$ cat config.mk
export PLATFORM = sky130hd
export DESIGN_NAME = fetch_unit
export DESIGN_NICKNAME = d
export VERILOG_FILES = /design/src/rtl/fetch_unit.sv
export SDC_FILE = /design/constraint.sdc
export NUM_CORES = 1
export LEC_CHECK = 0
export ABC_AREA = 1
export BUFFER_PORTS_ARGS = -buffer_cell sky130_fd_sc_hd__buf_4
export CORE_ASPECT_RATIO = 2
export CORE_UTILIZATION = 57
export CTS_BUF_LIST = sky130_fd_sc_hd__clkbuf_8
export DETAILED_ROUTE_END_ITERATION = 12
export PLACE_DENSITY_LB_ADDON = 0.25
export SYNTH_ARGS = -nofsm -noshare
export SYNTH_HDL_FRONTEND = slang
export SYNTH_SLANG_ARGS = --single-unit
$ cat constraint.sdc
create_clock -name clk -period 3.45 [get_ports clk]
set_clock_uncertainty 0.1 [all_clocks]
set_input_delay 0.1725 -clock clk [delete_from_list [all_inputs] [get_ports clk]]
set_output_delay 0.1725 -clock clk [all_outputs]
set_load 0.005 [all_outputs]
$ cat src/rtl/fetch_unit.sv
`default_nettype none
// ============================================================================
// Module   : fetch_unit
// Purpose  : Instruction fetch front end. Issues one word-aligned request per
//            cycle to an instruction memory with a fixed one-cycle read
//            latency, buffers returned words together with their PCs in a
//            small FIFO, and presents the head entry to decode through a
//            valid/ready handshake. Redirects flush everything in flight.
// Revision : 1.0 - initial release
// ============================================================================
module fetch_unit #(
    parameter int unsigned ADDR_WIDTH = 32,
    parameter int unsigned RESET_PC   = 0,
    parameter int unsigned BUF_DEPTH  = 2
) (
    input  logic                  clk,
    input  logic                  reset_n,
    output logic                  imem_req,
    output logic [ADDR_WIDTH-1:0] imem_addr,
    input  logic [31:0]           imem_rdata,
    input  logic                  redirect_valid,
    input  logic [ADDR_WIDTH-1:0] redirect_pc,
    output logic                  instr_valid,
    input  logic                  instr_ready,
    output logic [31:0]           instr,
    output logic [ADDR_WIDTH-1:0] instr_pc
);

    // ------------------------------------------------------------------------
    // Local constants
    // ------------------------------------------------------------------------
    localparam int unsigned PTR_W = $clog2(BUF_DEPTH);
    localparam int unsigned CNT_W = PTR_W + 1;

    localparam logic [ADDR_WIDTH-1:0] c_reset_pc = ADDR_WIDTH'(RESET_PC);
    localparam logic [ADDR_WIDTH-1:0] c_pc_step  = ADDR_WIDTH'(4);
    localparam logic [CNT_W:0]        c_depth    = (CNT_W + 1)'(BUF_DEPTH);

    // ------------------------------------------------------------------------
    // State
    // ------------------------------------------------------------------------
    // Fetch PC: address of the next request to issue.
    logic [ADDR_WIDTH-1:0] pc_q;
    logic [ADDR_WIDTH-1:0] pc_d;

    // One-deep record of the request issued last cycle; its response is on
    // imem_rdata this cycle.
    logic                  inflight_q;
    logic                  inflight_d;
    logic [ADDR_WIDTH-1:0] inflight_pc_q;
    logic [ADDR_WIDTH-1:0] inflight_pc_d;

    // Instruction buffer bookkeeping.
    logic [CNT_W-1:0]      count_q;
    logic [CNT_W-1:0]      count_d;
    logic [PTR_W-1:0]      rd_ptr_q;
    logic [PTR_W-1:0]      rd_ptr_d;
    logic [PTR_W-1:0]      wr_ptr_q;
    logic [PTR_W-1:0]      wr_ptr_d;

    // Instruction buffer storage; each word travels with its own PC.
    logic [31:0]           buf_word_q [BUF_DEPTH];
    logic [ADDR_WIDTH-1:0] buf_pc_q   [BUF_DEPTH];

    // ------------------------------------------------------------------------
    // Combinational control
    // ------------------------------------------------------------------------
    logic                  w_push;
    logic                  w_pop;
    logic                  w_req;
    logic                  w_head_valid;
    logic [CNT_W:0]        w_occ_after_pop;
    logic [ADDR_WIDTH-1:0] w_redirect_aligned;
    logic                  unused_redirect_lsbs;

    // The low two redirect bits are dropped: fetch is always word aligned.
    assign unused_redirect_lsbs = ^redirect_pc[1:0];
    assign w_redirect_aligned   = {redirect_pc[ADDR_WIDTH-1:2], 2'b00};

    // A redirect hides the head entry in the same cycle, so decode can never
    // consume a wrong-path instruction while the flush is happening.
    assign w_head_valid = (count_q != '0) && !redirect_valid;
    assign w_pop        = w_head_valid && instr_ready;

    // The response to last cycle's request lands in the buffer unless a
    // redirect discards it.
    assign w_push = inflight_q && !redirect_valid;

    // Slots that will be taken once this cycle's pop and the pending
    // response are accounted for; a new request is only issued if its
    // response is guaranteed a free slot next cycle.
    assign w_occ_after_pop = {1'b0, count_q}
                           + (CNT_W + 1)'(inflight_q)
                           - (CNT_W + 1)'(w_pop);

    assign w_req = reset_n && !redirect_valid && (w_occ_after_pop < c_depth);

    // Next-state computation for PC, in-flight tracking and FIFO pointers.
    always_comb begin
        pc_d          = pc_q;
        inflight_d    = w_req;
        inflight_pc_d = pc_q;
        count_d       = count_q;
        rd_ptr_d      = rd_ptr_q;
        wr_ptr_d      = wr_ptr_q;

        if (redirect_valid) begin
            // Redirect wins over everything: flush and restart at target.
            pc_d     = w_redirect_aligned;
            count_d  = '0;
            rd_ptr_d = '0;
            wr_ptr_d = '0;
        end else begin
            if (w_req) begin
                pc_d = pc_q + c_pc_step;
            end
            if (w_push) begin
                wr_ptr_d = wr_ptr_q + PTR_W'(1);
            end
            if (w_pop) begin
                rd_ptr_d = rd_ptr_q + PTR_W'(1);
            end
            count_d = count_q + CNT_W'(w_push) - CNT_W'(w_pop);
        end
    end

    // ------------------------------------------------------------------------
    // Sequential state
    // ------------------------------------------------------------------------
    // Control registers: PC, in-flight record, occupancy and pointers.
    always_ff @(posedge clk or negedge reset_n) begin
        if (!reset_n) begin
            pc_q          <= c_reset_pc;
            inflight_q    <= 1'b0;
            inflight_pc_q <= '0;
            count_q       <= '0;
            rd_ptr_q      <= '0;
            wr_ptr_q      <= '0;
        end else begin
            pc_q          <= pc_d;
            inflight_q    <= inflight_d;
            inflight_pc_q <= inflight_pc_d;
            count_q       <= count_d;
            rd_ptr_q      <= rd_ptr_d;
            wr_ptr_q      <= wr_ptr_d;
        end
    end

    // Buffer storage: write the returning word and its PC at the tail.
    always_ff @(posedge clk or negedge reset_n) begin
        if (!reset_n) begin
            for (int i = 0; i < int'(BUF_DEPTH); i++) begin
                buf_word_q[i] <= '0;
                buf_pc_q[i]   <= '0;
            end
        end else if (w_push) begin
            buf_word_q[wr_ptr_q] <= imem_rdata;
            buf_pc_q[wr_ptr_q]   <= inflight_pc_q;
        end
    end

    // ------------------------------------------------------------------------
    // Outputs
    // ------------------------------------------------------------------------
    // The head slot is never rewritten while it is occupied, so instr and
    // instr_pc stay stable for as long as decode stalls.
    assign imem_req    = w_req;
    assign imem_addr   = pc_q;
    assign instr_valid = w_head_valid;
    assign instr       = buf_word_q[rd_ptr_q];
    assign instr_pc    = buf_pc_q[rd_ptr_q];

    // ------------------------------------------------------------------------
    // Checks
    // ------------------------------------------------------------------------
`ifndef SYNTHESIS
    // Request throttling guarantees a free slot for every response.
    a_no_overflow : assert property (
        @(posedge clk) disable iff (!reset_n)
        w_push |-> (count_q < CNT_W'(BUF_DEPTH))
    ) else $error("fetch_unit: push into a full instruction buffer");
`endif

endmodule
`default_nettype wire

# == After elaboration in Yosys (flattened, before gate mapping) ==
# Index checks and enable logic that the tools add are counted.
# totals
inputBits,68
out_inout_bits,98
ff_bits,197
# op_classes
bitwise_logic,2
n_reduce_logical,11
add_sub_neg,7
n_lt_le_gt_ge,4
muxes,17
# ops
cell,n
2-to-1 mux 32 bit,9
bitwise mux 64 bit,2
adder 32 x 3 -> 32 bit (second input constant),1
demux 32 bit (select 1 bit),1
nonzero test 2 bit,4
logical AND 1 bit,6
>= comparator 2 bit (second input constant),2
2-to-1 mux 1 bit,4
NOT 1 -> 2 bit,2
adder 2 x 1 -> 3 bit,1
less-than comparator 3 x 2 -> 1 bit (second input constant),1
subtractor 3 x 1 -> 3 bit,1
adder 1 bit (second input constant),2
adder 2 x 1 -> 2 bit,1
less-than comparator 2 x 1 -> 1 bit (second input constant),1
2-to-1 mux 2 bit,1
subtractor 2 x 1 -> 2 bit,1
logical NOT 1 bit,1

# == Depth between registers and ports, before layout ==
# Gate-level depths: netlist (run 1).
# logic_depth
depth_word,8
ltp_mapped,16

# == Worst setup path after synthesis (run 1) ==
# Ideal clock, no wire load.
# synth_timing
path_type,register to register
startpoint,reg count_q[1]
endpoint,reg pc_q[29] (netlist: imem_addr[29])
setup_time_ns,0.117
path_slack_ns,0.836
required_time_ns,3.233
t_arrival_ns,2.397
path_stages_with_launch,16
path_cell_list,dfrtp_1 nor2_1 nor2_1 nand2_1 inv_1 ha_1 or2_2 fa_1 xor2_1 nand2b_1 buf_2 buf_6 nand3_1 nand2_1 inv_1 nand2_1
# synth_between
elab_chain_cells,7
elab_cells_between_ends,8
# synth_rtl
item,line,rtl
from (decl),54,logic [CNT_W-1:0] count_q;
from (signal assigned),143,count_q <= count_d;
nonzero test 2 bit,82,assign w_head_valid = (count_q != '0) && !redirect_valid;
logical AND 1 bit,82,
named net instr_valid,23,"output logic instr_valid,"
logical AND 1 bit,83,assign w_pop = w_head_valid && instr_ready;
subtractor 3 x 1 -> 3 bit,94,- (CNT_W + 1)'(w_pop);
less-than comparator 3 x 2 -> 1 bit,96,assign w_req = reset_n && !redirect_valid && (w_occ_after_pop < c_depth);
logical AND 1 bit,96,
nonzero test 2 bit (no line),--,
to (signal assigned),133,pc_q <= c_reset_pc;
to (signal assigned),140,pc_q <= pc_d;
to (decl),43,logic [ADDR_WIDTH-1:0] pc_q;
# The timed path passes the listed nets, and every way through them passes these cells.
# A chain may end at the register's enable or synchronous reset.

# == Final worst setup path (run 1) ==
# layout_timing
startpoint,reg count_q[1]
endpoint,out imem_req
# layout_between
elab_chain_cells,6
elab_cells_between_ends,7
# layout_rtl
item,line,rtl
"parallel branches: the longest is 3 deep, another holds adder 2 x 1 -> 3 bit",--,
subtractor 3 x 1 -> 3 bit *,94,
less-than comparator 3 x 2 -> 1 bit *,96,
logical AND 1 bit *,96,
to (decl),18,"output logic imem_req,"
# Every way passes the cells marked *.

==> results.json, run 1 <==
{
  "place_inst": 1278,
  "cap_violations": 0,
  "pwr-share-comb": 0.336,
  "fin_crit_sh": 0.9262,
  "rsz0062_at_grt": "no",
  "synth_common_cells": "nand2_1, dfrtp_1, inv_1",
  "start_util": 0.5856,
  "crit_arrival_ps": 2920,
  "clockPowerShare": 0.202,
  "fp.coreArea_um2": 14820,
  "ys_seq_area_frac": 0.5450,
  "final_core_util": 0.7448,
  "power.internal_mw": 5.141,
  "cts_root_buf": "clkbuf_8",
  "areaGrowthSynthToFinish_pct": 27.18,
  "p_leak_nw": 5.583,
  "cts.clk_slew.worst_paths_ps": 90,
  "antenna_left": 0,
  "cts_htree_levels": 4,
  "grt_max_degree": 148,
  "r2r-start": "count_q[1]$_DFF_PN0_",
  "slew_headroom": 0.4625,
  "ys_ff_latch": 189,
  "io_pins": 166,
  "clock-sinks": 189,
  "cts_max_path_buffers": 2,
  "drc": 0,
  "dpl_worst_slack_ps": 562.9,
  "yosysTopAreaCell": "dfrtp_1",
  "num-nets-final": 1240,
  "ir_worst_vdd_uv": 314.8,
  "instances_no_fill": 1375,
  "report.final.slew_viol_count": 0,
  "drive_above_1_share": 0.2356,
  "antenna_cells": 0,
  "fmax_ghz": 0.3129,
  "setup_viol": 0,
  "crit_path_start": "count_q[1]$_DFF_PN0_",
  "cts_setup_buffers": 0,
  "cp-end-kind": "output port",
  "yosysMostFrequentCell": "nand2_1",
  "synth_area_um2": 8678,
  "async_reset_ff_frac": 1.000,
  "num_vias": 7002,
  "grt_usage": 0.2683,
  "yosysUniqueCellTypes": 32,
  "syn_area_per_cell_um2": 9.021,
  "fp.dieArea_um2": 15750,
  "path_class": "flip-flop to output port",
  "p_sw_frac": 0.3168,
  "synth_top_area_frac": 0.5450,
  "ys_top_cells_by_area": "dfrtp_1, nand2_1, mux2_2, inv_1, nand3_1",
  "totalWireLength_um": 19960,
  "status": "complete, no violations",
  "post-dp-hpwl_um": 12960,
  "die-width_um": 89.25,
  "insertion_delay_ps": 450,
  "gr-total-overflow": 0,
  "start_kind": "flip-flop",
  "hold_viol": 0,
  "ys.flop_type": "dfrtp_1",
  "slowest_stage": "fa_1",
  "fin_ws_ps": 254.5,
  "place_congestion": 0.9445,
  "crit_path_max_incr_delay_ps": 480,
  "firstDrtPassIters": 5,
  "worst_pin_slew_ps": 806.3,
  "antenna_found_initial": 0,
  "crit_chain": "nor2_1, nor2_1, nand2_1, inv_1, ha_1, or2_2, fa_1, inv_1, nor3_4, buf_12, buf_4",
  "cp.required_ps": 3180,
  "p_switching_mw": 2.384,
  "setup_tns_ps": 0,
  "hold_slack_ps": 60.25,
  "drt_iter0_drc": 376,
  "synth_cells": 962,
  "synth-edff-count": 0,
  "synth_warnings": 0,
  "rows": 63,
  "via_per_inst": 5.092,
  "power_frac_seq": 0.462,
  "io_buffers": 159,
  "routedWlPerCell_um": 14.52,
  "grt_pass1_vias": 7127,
  "cts_tree": "done",
  "die_h_um": 176.5,
  "numCtsBuffers": 17,
  "hold_class": "primary input to flip-flop",
  "cp_max_fo": 32,
  "p_per_area_nw_per_um2": 681.8,
  "grt_pass1_wl_um": 32290,
  "hold_start": "redirect_valid",
  "fin_crit_ps": 3196
}
-- per-stage QoR --
| stage | instance area (µm²) | total power [mW] |
|---|---|---|
| 2_1_floorplan | 8690 | 4.767 |
| 3_3_place_gp | 9970 | 5.871 |
| 3_5_place_dp | 9970 | 5.995 |
| 4_1_cts | 11040 | 7.583 |
| 5_1_grt | 11040 | 8.065 |
| 6_report | 11040 | 7.525 |
-- registers in the layout, summed over array words and instances (netlist names) --
signal and flops:
buf_pc_q 60, buf_word_q 64, count_q 2, imem_addr 30, inflight_pc_q 30, inflight_q 1, rd_ptr_q 1, wr_ptr_q 1
-- layout by cell type (no fill, tap or decap) --
cell type,instances
buf_12,6
clkinv_4,2
buf_4,162
nand3_4,1
nand2b_1,1
clkbuf_8,19
ha_1,4
nand3_1,78
bufinv_16,3
fa_1,1
nor2_2,3
mux2i_1,1
or2_2,2
nand2_2,2
o21ai_0,75
nor3_4,1
o21ai_2,3
nor3_1,1
dfrtp_2,2
and2_1,2
clkinv_2,4
nand2_1,271
o21bai_1,8
dlygate4sd3_1,65
mux2_2,62
nor2_1,41
inv_1,106
xor2_1,4
xnor2_1,5
clkinvlp_4,2
or2_4,1
inv_6,3
conb_1,4
dfrtp_1,187
o21ai_1,48
-- critical path: cells and delay by family (launching register included) --
family / cells / cell delay [ps]
simple gates: 5 / 780
fa+ha+maj: 2 / 740
buf+inv: 4 / 480
flops: 1 / 460
-- path summary, 6_finish.rpt --
| kind | slack, ps | cells after the start | to |
|---|---|---|---|
| max in group asynchronous | 2010 | 3 | buf_word_q[11]$_DFFE_PN0P_ |
| worst max register to register | 530 | 13 | imem_addr[2]$_DFFE_PN0P_ |
| min in group asynchronous | 120 | 2 | buf_word_q[26]$_DFFE_PN0P_ |
| worst max-delay path | 250 | 11 | imem_req |
| worst min-delay path | 60 | 5 | rd_ptr_q$_DFFE_PN0P_ |
| worst min register to register | 380 | 2 | buf_pc_q[11]$_DFFE_PN0P_ |
-- kinds of logic after synthesis --
family	share of synthesized area
adder cells (fa/ha/maj)	0.008074
multiplexers	0.08160
AND/OR/NAND/NOR	0.1916
flip-flops	0.5450
buffers and inverters	0.08333
AO/OA/AOI/OAI	0.08088
other	0.0004321
XOR/XNOR	0.009082
-- power groups by stage --
| stage | clock (mW) | combinational (mW) | sequential (mW) |
|---|---|---|---|
| floorplan | 0 | 1.40 | 3.36 |
| global placement | 0 | 2.40 | 3.47 |
| global route | 1.65 | 2.83 | 3.58 |
| CTS | 1.55 | 2.55 | 3.48 |
| detailed placement | 0 | 2.48 | 3.52 |
| finish | 1.52 | 2.53 | 3.48 |
-- cell type report --
type                       count  area (µm²)
multi-input combinational    619        3246
clock inverter                14       167.7
timing repair buffer         234        2001
clock buffer                  18       247.7
tap                          195       244.0
sequential                   189        4732
fill                        1108        3782
inverter                     106       399.1
-- per-layer routing --
metal,GRT usage,vias to the layer above,wire length [µm]
met4,0.1303,0,814
met2,0.4806,201,10770
met1,0.2985,3283,7628
met5,0,-,0
li1,-,3465,-
met3,0.04535,53,755
-- timing repair --
item                                    4_1_cts  5_1_grt
endpoints found under the setup margin        0        1
gates resized for setup                       0        1
endpoints found under the hold margin       137        0
hold buffers                                 65        0
Power figures use the tool's default switching activity.
==> inputs of run 2 (changes only) <==
--- a/config.mk
+++ b/config.mk
@@ -11,6 +11,7 @@
 export CORE_UTILIZATION = 57
 export CTS_BUF_LIST = sky130_fd_sc_hd__clkbuf_8
 export DETAILED_ROUTE_END_ITERATION = 12
+export MAX_ROUTING_LAYER = met4
 export PLACE_DENSITY_LB_ADDON = 0.25
 export SYNTH_ARGS = -nofsm -noshare
 export SYNTH_HDL_FRONTEND = slang
==> run 2 against run 1 <==
Via count is 0.11% higher. Global-route usage increased by 0.59 points. Routed wire length is 0.56% lower. Critical path type unchanged. Largest power group unchanged. Highest routed layer unchanged.
==> results.json, run 2 (synthesis gave the netlist of run 1 again) <==
{
  "fmax_ghz": 0.3120,
  "mostFrequentLayoutCells": "nand2_1, dfrtp_1, buf_4, inv_1, nand3_1",
  "num-nets-final": 1242,
  "drive_above_1_share": 0.2352,
  "instances_no_fill": 1377,
  "slew_headroom": 0.3422,
  "worst_pin_slew_ps": 986.6,
  "cap_violations": 0,
  "place_inst": 1279,
  "antenna_found_initial": 0,
  "io_buffers": 159,
  "firstDrtPassIters": 5,
  "p_sw_frac": 0.3162,
  "largestRegisters": "buf_word_q x64, buf_pc_q x60",
  "start_util": 0.5856,
  "slowest_stage": "fa_1",
  "fin_crit_sh": 0.9291,
  "power_frac_seq": 0.463,
  "worstPathBufferInverterCount": 4,
  "cts_tree": "done",
  "cts.clk_slew.worst_paths_ps": 100,
  "cp-end-kind": "output port",
  "setup_viol": 0,
  "ir_worst_vdd_uv": 314.4,
  "clockPowerShare": 0.200,
  "hold_viol": 0,
  "cp_max_fo": 32,
  "setup_tns_ps": 0,
  "antenna_left": 0,
  "crit_chain": "nor2_1, nor2_1, nand2_1, inv_1, ha_1, or2_2, fa_1, inv_1, nor3_4, buf_12, buf_4",
  "crit_arrival_ps": 2930,
  "clock-sinks": 189,
  "p_leak_nw": 5.593,
  "routedWlPerCell_um": 14.42,
  "grt_pass1_vias": 6894,
  "totalWireLength_um": 19850,
  "largest-register": "buf_word_q",
  "via_per_inst": 5.091,
  "cts_max_path_buffers": 2,
  "drt_iter0_drc": 421,
  "antenna_cells": 0,
  "p_switching_mw": 2.378,
  "die_h_um": 176.5,
  "cp_top_family": "simple AND/OR/NAND/NOR gates",
  "rsz0062_at_grt": "no",
  "pwr-share-comb": 0.338,
  "path_class": "flip-flop to output port",
  "cp.required_ps": 3180,
  "gr-total-overflow": 0,
  "status": "complete, no violations",
  "hold_class": "primary input to flip-flop",
  "fillCellCount": 1122,
  "reg2reg_slack_ps": 570,
  "power.internal_mw": 5.141,
  "rows": 63,
  "drc": 0,
  "grt_pass1_wl_um": 31980,
  "start_kind": "flip-flop",
  "fp.coreArea_um2": 14820,
  "fp.dieArea_um2": 15750,
  "report.final.slew_viol_count": 0,
  "crit_path_max_incr_delay_ps": 490,
  "multi_input_comb_area_um2": 3246,
  "p_per_area_nw_per_um2": 680.2,
  "cts_setup_buffers": 0,
  "die-width_um": 89.25,
  "place_congestion": 0.9251,
  "insertion_delay_ps": 450,
  "io_pins": 166,
  "fin_crit_ps": 3205,
  "post-dp-hpwl_um": 12740,
  "num_vias": 7010,
  "cts_root_buf": "clkbuf_8",
  "seqCellArea_um2": 4732,
  "final_common_cell": "nand2_1",
  "numCtsBuffers": 17,
  "largest_register_ffs": 64,
  "areaGrowthSynthToFinish_pct": 27.36,
  "grt_max_degree": 184,
  "grt_usage": 0.2742,
  "cts_htree_levels": 4
}
[run 2: path summary, 6_finish.rpt]
check                                    startpoint                          to  cells after the start
max                            count_q[1]$_DFF_PN0_                    imem_req                     11
min                                  redirect_valid        count_q[1]$_DFF_PN0_                      3
max reg2reg                    count_q[1]$_DFF_PN0_    imem_addr[4]$_DFFE_PN0P_                     13
min reg2reg                buf_pc_q[15]$_DFFE_PN0P_    buf_pc_q[15]$_DFFE_PN0P_                      2
max in group asynchronous                   reset_n    buf_pc_q[60]$_DFFE_PN0P_                      3
min in group asynchronous                   reset_n  buf_word_q[22]$_DFFE_PN0P_                      3
[run 2: timing repair]
| action | in CTS | in global routing |
|---|---|---|
| endpoints found under the hold margin | 284 | 0 |
| endpoints found under the setup margin | 0 | 1 |
| hold buffers | 66 | 0 |
| gates resized for setup | 0 | 1 |
[run 2: power groups by stage]
stage | clock, mW | sequential, mW | combinational, mW
after global routing | 1.63 | 3.59 | 2.83
after global placement | 0 | 3.47 | 2.40
after detailed placement | 0 | 3.51 | 2.47
after CTS | 1.55 | 3.48 | 2.56
final | 1.50 | 3.48 | 2.54
after floorplan | 0 | 3.36 | 1.40
[run 2: layout make-up]
cell class,instances,area share
clock inverters,14,0.01506
clock buffers,18,0.02241
well taps,195,0.02207
repair buffers,236,0.1826
multi-input cells,619,0.2936
inverters,106,0.03611
flip-flops and latches,189,0.4281
[run 2: worst min-delay path, delay by kind of cell]
kind | cells | cell delay (ps)
buffers and inverters | 2 | 360
AND/OR/NAND/NOR | 1 | 130
[run 2: routing by layer]
metal | wire length [µm] | track usage | vias up | share of wire
met1 | 7716 | 0.2945 | 3317 | 0.39
met4 | 553 | 0.1098 | 0 | 0.028
li1 | - | - | 3471 | -
met2 | 10940 | 0.4901 | 182 | 0.55
met3 | 639 | 0.04301 | 40 | 0.032
met5 | 0 | - | - | 0
[run 2: per-stage QoR]
stage	util	hold slack [ps]	worst slack [ps]	instance area [µm²]	total power [mW]
6_report	0.7459	153.9	244.7	11050	7.518
5_1_grt	0.7459	150.6	29.01	11050	8.056
3_5_place_dp	0.6733	-94.86	541.4	9977	5.986
3_3_place_gp	0.6733	-95.67	624.3	9977	5.875
2_1_floorplan	-	-223.1	836.1	8690	4.767
4_1_cts	0.7458	135.3	186.2	11050	7.580
==> inputs of run 3 (changes only) <==
==> constraint.sdc (replaced) <==
create_clock -name clk -period 3.45 [get_ports clk]
set_clock_uncertainty 0.1 [all_clocks]
set_input_delay 0.1725 -clock clk [delete_from_list [all_inputs] [get_ports clk]]
set_output_delay 0.1725 -clock clk [all_outputs]
set_load 0.1 [all_outputs]
==> run 3 against run 2 <==
Worst hold slack got worse by 100 ps. Core utilization down 0.13 points. Final area decreased by 0.17%. Combinational power grew 140%. Routed wire length rose by 4.1%. Flip-flop and latch count unchanged. Via count about the same. Setup slack got worse by 22 ps.
==> results.json, run 3 (synthesis gave the netlist of run 1 again) <==
{
  "r2r-start": "count_q[1]$_DFF_PN0_",
  "crit_path_start": "count_q[1]$_DFF_PN0_",
  "cts_max_path_buffers": 2,
  "fillCellCount": 1114,
  "setup_viol": 0,
  "hold_slack_ps": 49.20,
  "grt_pass1_vias": 6959,
  "start_util": 0.5856,
  "cts_root_buf": "clkbuf_8",
  "fp.coreArea_um2": 14820,
  "largest_register_ffs": 64,
  "r2r_cells": 13,
  "worst_pin_slew_ps": 1024,
  "cts_tree": "done",
  "crit_top_cell": "inv_1",
  "path_class": "flip-flop to output port",
  "status": "complete, no violations",
  "largest-register": "buf_word_q",
  "reg2reg_slack_ps": 440,
  "drt_iter0_drc": 349,
  "drc": 0,
  "rows": 63,
  "drive_above_1_share": 0.2388,
  "fin_crit_ps": 3227,
  "crit_arrival_ps": 2950,
  "cts.clk_slew.worst_paths_ps": 100,
  "p_leak_nw": 5.593,
  "num-nets-final": 1245,
  "final_common_cell": "nand2_1",
  "rsz0062_at_grt": "no",
  "power_mw": 11.09,
  "fmax_ghz": 0.3099,
  "crit_end": "imem_req",
  "cp_max_fo": 4,
  "hold_class": "primary input to async pin",
  "report.final.slew_viol_count": 0,
  "r2r-end": "imem_addr[18]$_DFFE_PN0P_",
  "antenna_cells": 0,
  "cap_violations": 0,
  "crit_path_max_incr_delay_ps": 480,
  "routedWlPerCell_um": 14.98,
  "insertion_delay_ps": 450,
  "via_per_inst": 5.084,
  "grt_pass1_wl_um": 33050,
  "p_per_area_nw_per_um2": 1005,
  "start_kind": "flip-flop",
  "mostFrequentLayoutCells": "nand2_1, dfrtp_1, buf_4, inv_1, nand3_1",
  "gr-total-overflow": 0,
  "instances_no_fill": 1380,
  "fin_crit_sh": 0.9354,
  "antenna_found_initial": 0,
  "slowest_stage": "fa_1",
  "post-dp-hpwl_um": 13300,
  "largestRegisters": "buf_word_q x64, buf_pc_q x60",
  "ir_worst_vdd_uv": 567.1,
  "numCtsBuffers": 17,
  "cts_htree_levels": 4,
  "cp.required_ps": 3180,
  "die_h_um": 176.5,
  "fp.dieArea_um2": 15750,
  "totalWireLength_um": 20670,
  "setup_tns_ps": 0,
  "crit_chain": "nor2_1, nor2_4, nand2_1, inv_1, ha_1, or2_2, fa_1, inv_1, nor3_4, buf_6",
  "grt_max_degree": 84,
  "slew_headroom": 0.3176,
  "firstDrtPassIters": 4,
  "io_buffers": 159,
  "io_pins": 166,
  "grt_usage": 0.2869,
  "clock-sinks": 189,
  "place_inst": 1282,
  "final_core_util": 0.7446,
  "place_congestion": 0.9561,
  "die-width_um": 89.25,
  "hold_viol": 0,
  "antenna_left": 0,
  "cp-end-kind": "output port",
  "areaGrowthSynthToFinish_pct": 27.15,
  "num_vias": 7016
}
==> run 3: cell count changes in the layout (fill, tap and decap cells not counted), moves of 2 or more <==
cell	before	now
buf_12	6	4
buf_4	163	168
clkinv_2	3	5
clkinv_4	2	0
inv_6	3	5
==> run 3: worst min-delay path by stage <==
| stage | to | depth (start not counted) | startpoint | slack, ps |
|---|---|---|---|---|
| floorplan | buf_pc_q[10]$_DFFE_PN0P_ | 0 | reset_n | -220 |
| global placement | buf_word_q[16]$_DFFE_PN0P_ | 1 | reset_n | -40 |
| detailed placement | buf_word_q[16]$_DFFE_PN0P_ | 1 | reset_n | -40 |
| CTS | buf_word_q[16]$_DFFE_PN0P_ | 2 | reset_n | 10 |
| global route | buf_pc_q[15]$_DFFE_PN0P_ | 2 | reset_n | 30 |
| finish | buf_word_q[16]$_DFFE_PN0P_ | 2 | reset_n | 50 |
==> run 3: metrics by stage <==
stage | instance area (µm²) | setup WS, ps
5_1_grt | 11030 | 60.22
2_1_floorplan | 8697 | 9.009
3_5_place_dp | 9982 | 412.4
3_3_place_gp | 9982 | 428.5
6_report | 11030 | 222.7
4_1_cts | 11030 | 163.7
==> run 3: worst max-delay path, delay by kind of cell (launching register included) <==
| kind | cells | cell delay (ps) |
|---|---|---|
| adders and majority gates | 2 | 740 |
| buffers and inverters | 3 | 400 |
| DFF | 1 | 460 |
| and+or+nand+nor | 5 | 900 |
==> run 3: power breakdown <==
group / internal [mW] / switching (mW)
Sequential: 2.98 / 0.503
Clock: 0.667 / 0.783
Combinational: 1.47 / 4.69
==> run 3: routing by layer <==
layer  GRT usage  wire, µm
met2      0.4777     10770
met4      0.1726      1151
met1      0.3157      7990
met3     0.04488       763
met5           -         0
==> run 3: cell type report <==
cell class / instances / area (µm²) / area share
Multi-Input combinational cell: 619 / 3253 / 0.2948
Timing Repair Buffer: 239 / 2017 / 0.1828
Clock buffer: 18 / 247.7 / 0.02245
Tap cell: 195 / 244.0 / 0.02211
Sequential cell: 189 / 4731 / 0.4287
Clock inverter: 14 / 142.6 / 0.01293
Inverter: 106 / 399.1 / 0.03617
==> run 3: timing repair <==
item                       CTS  global route
setup endpoints to repair    1             0
resized for setup            1             0
buffers inserted             1             0
hold buffers                65             0
hold endpoints to repair   158             0
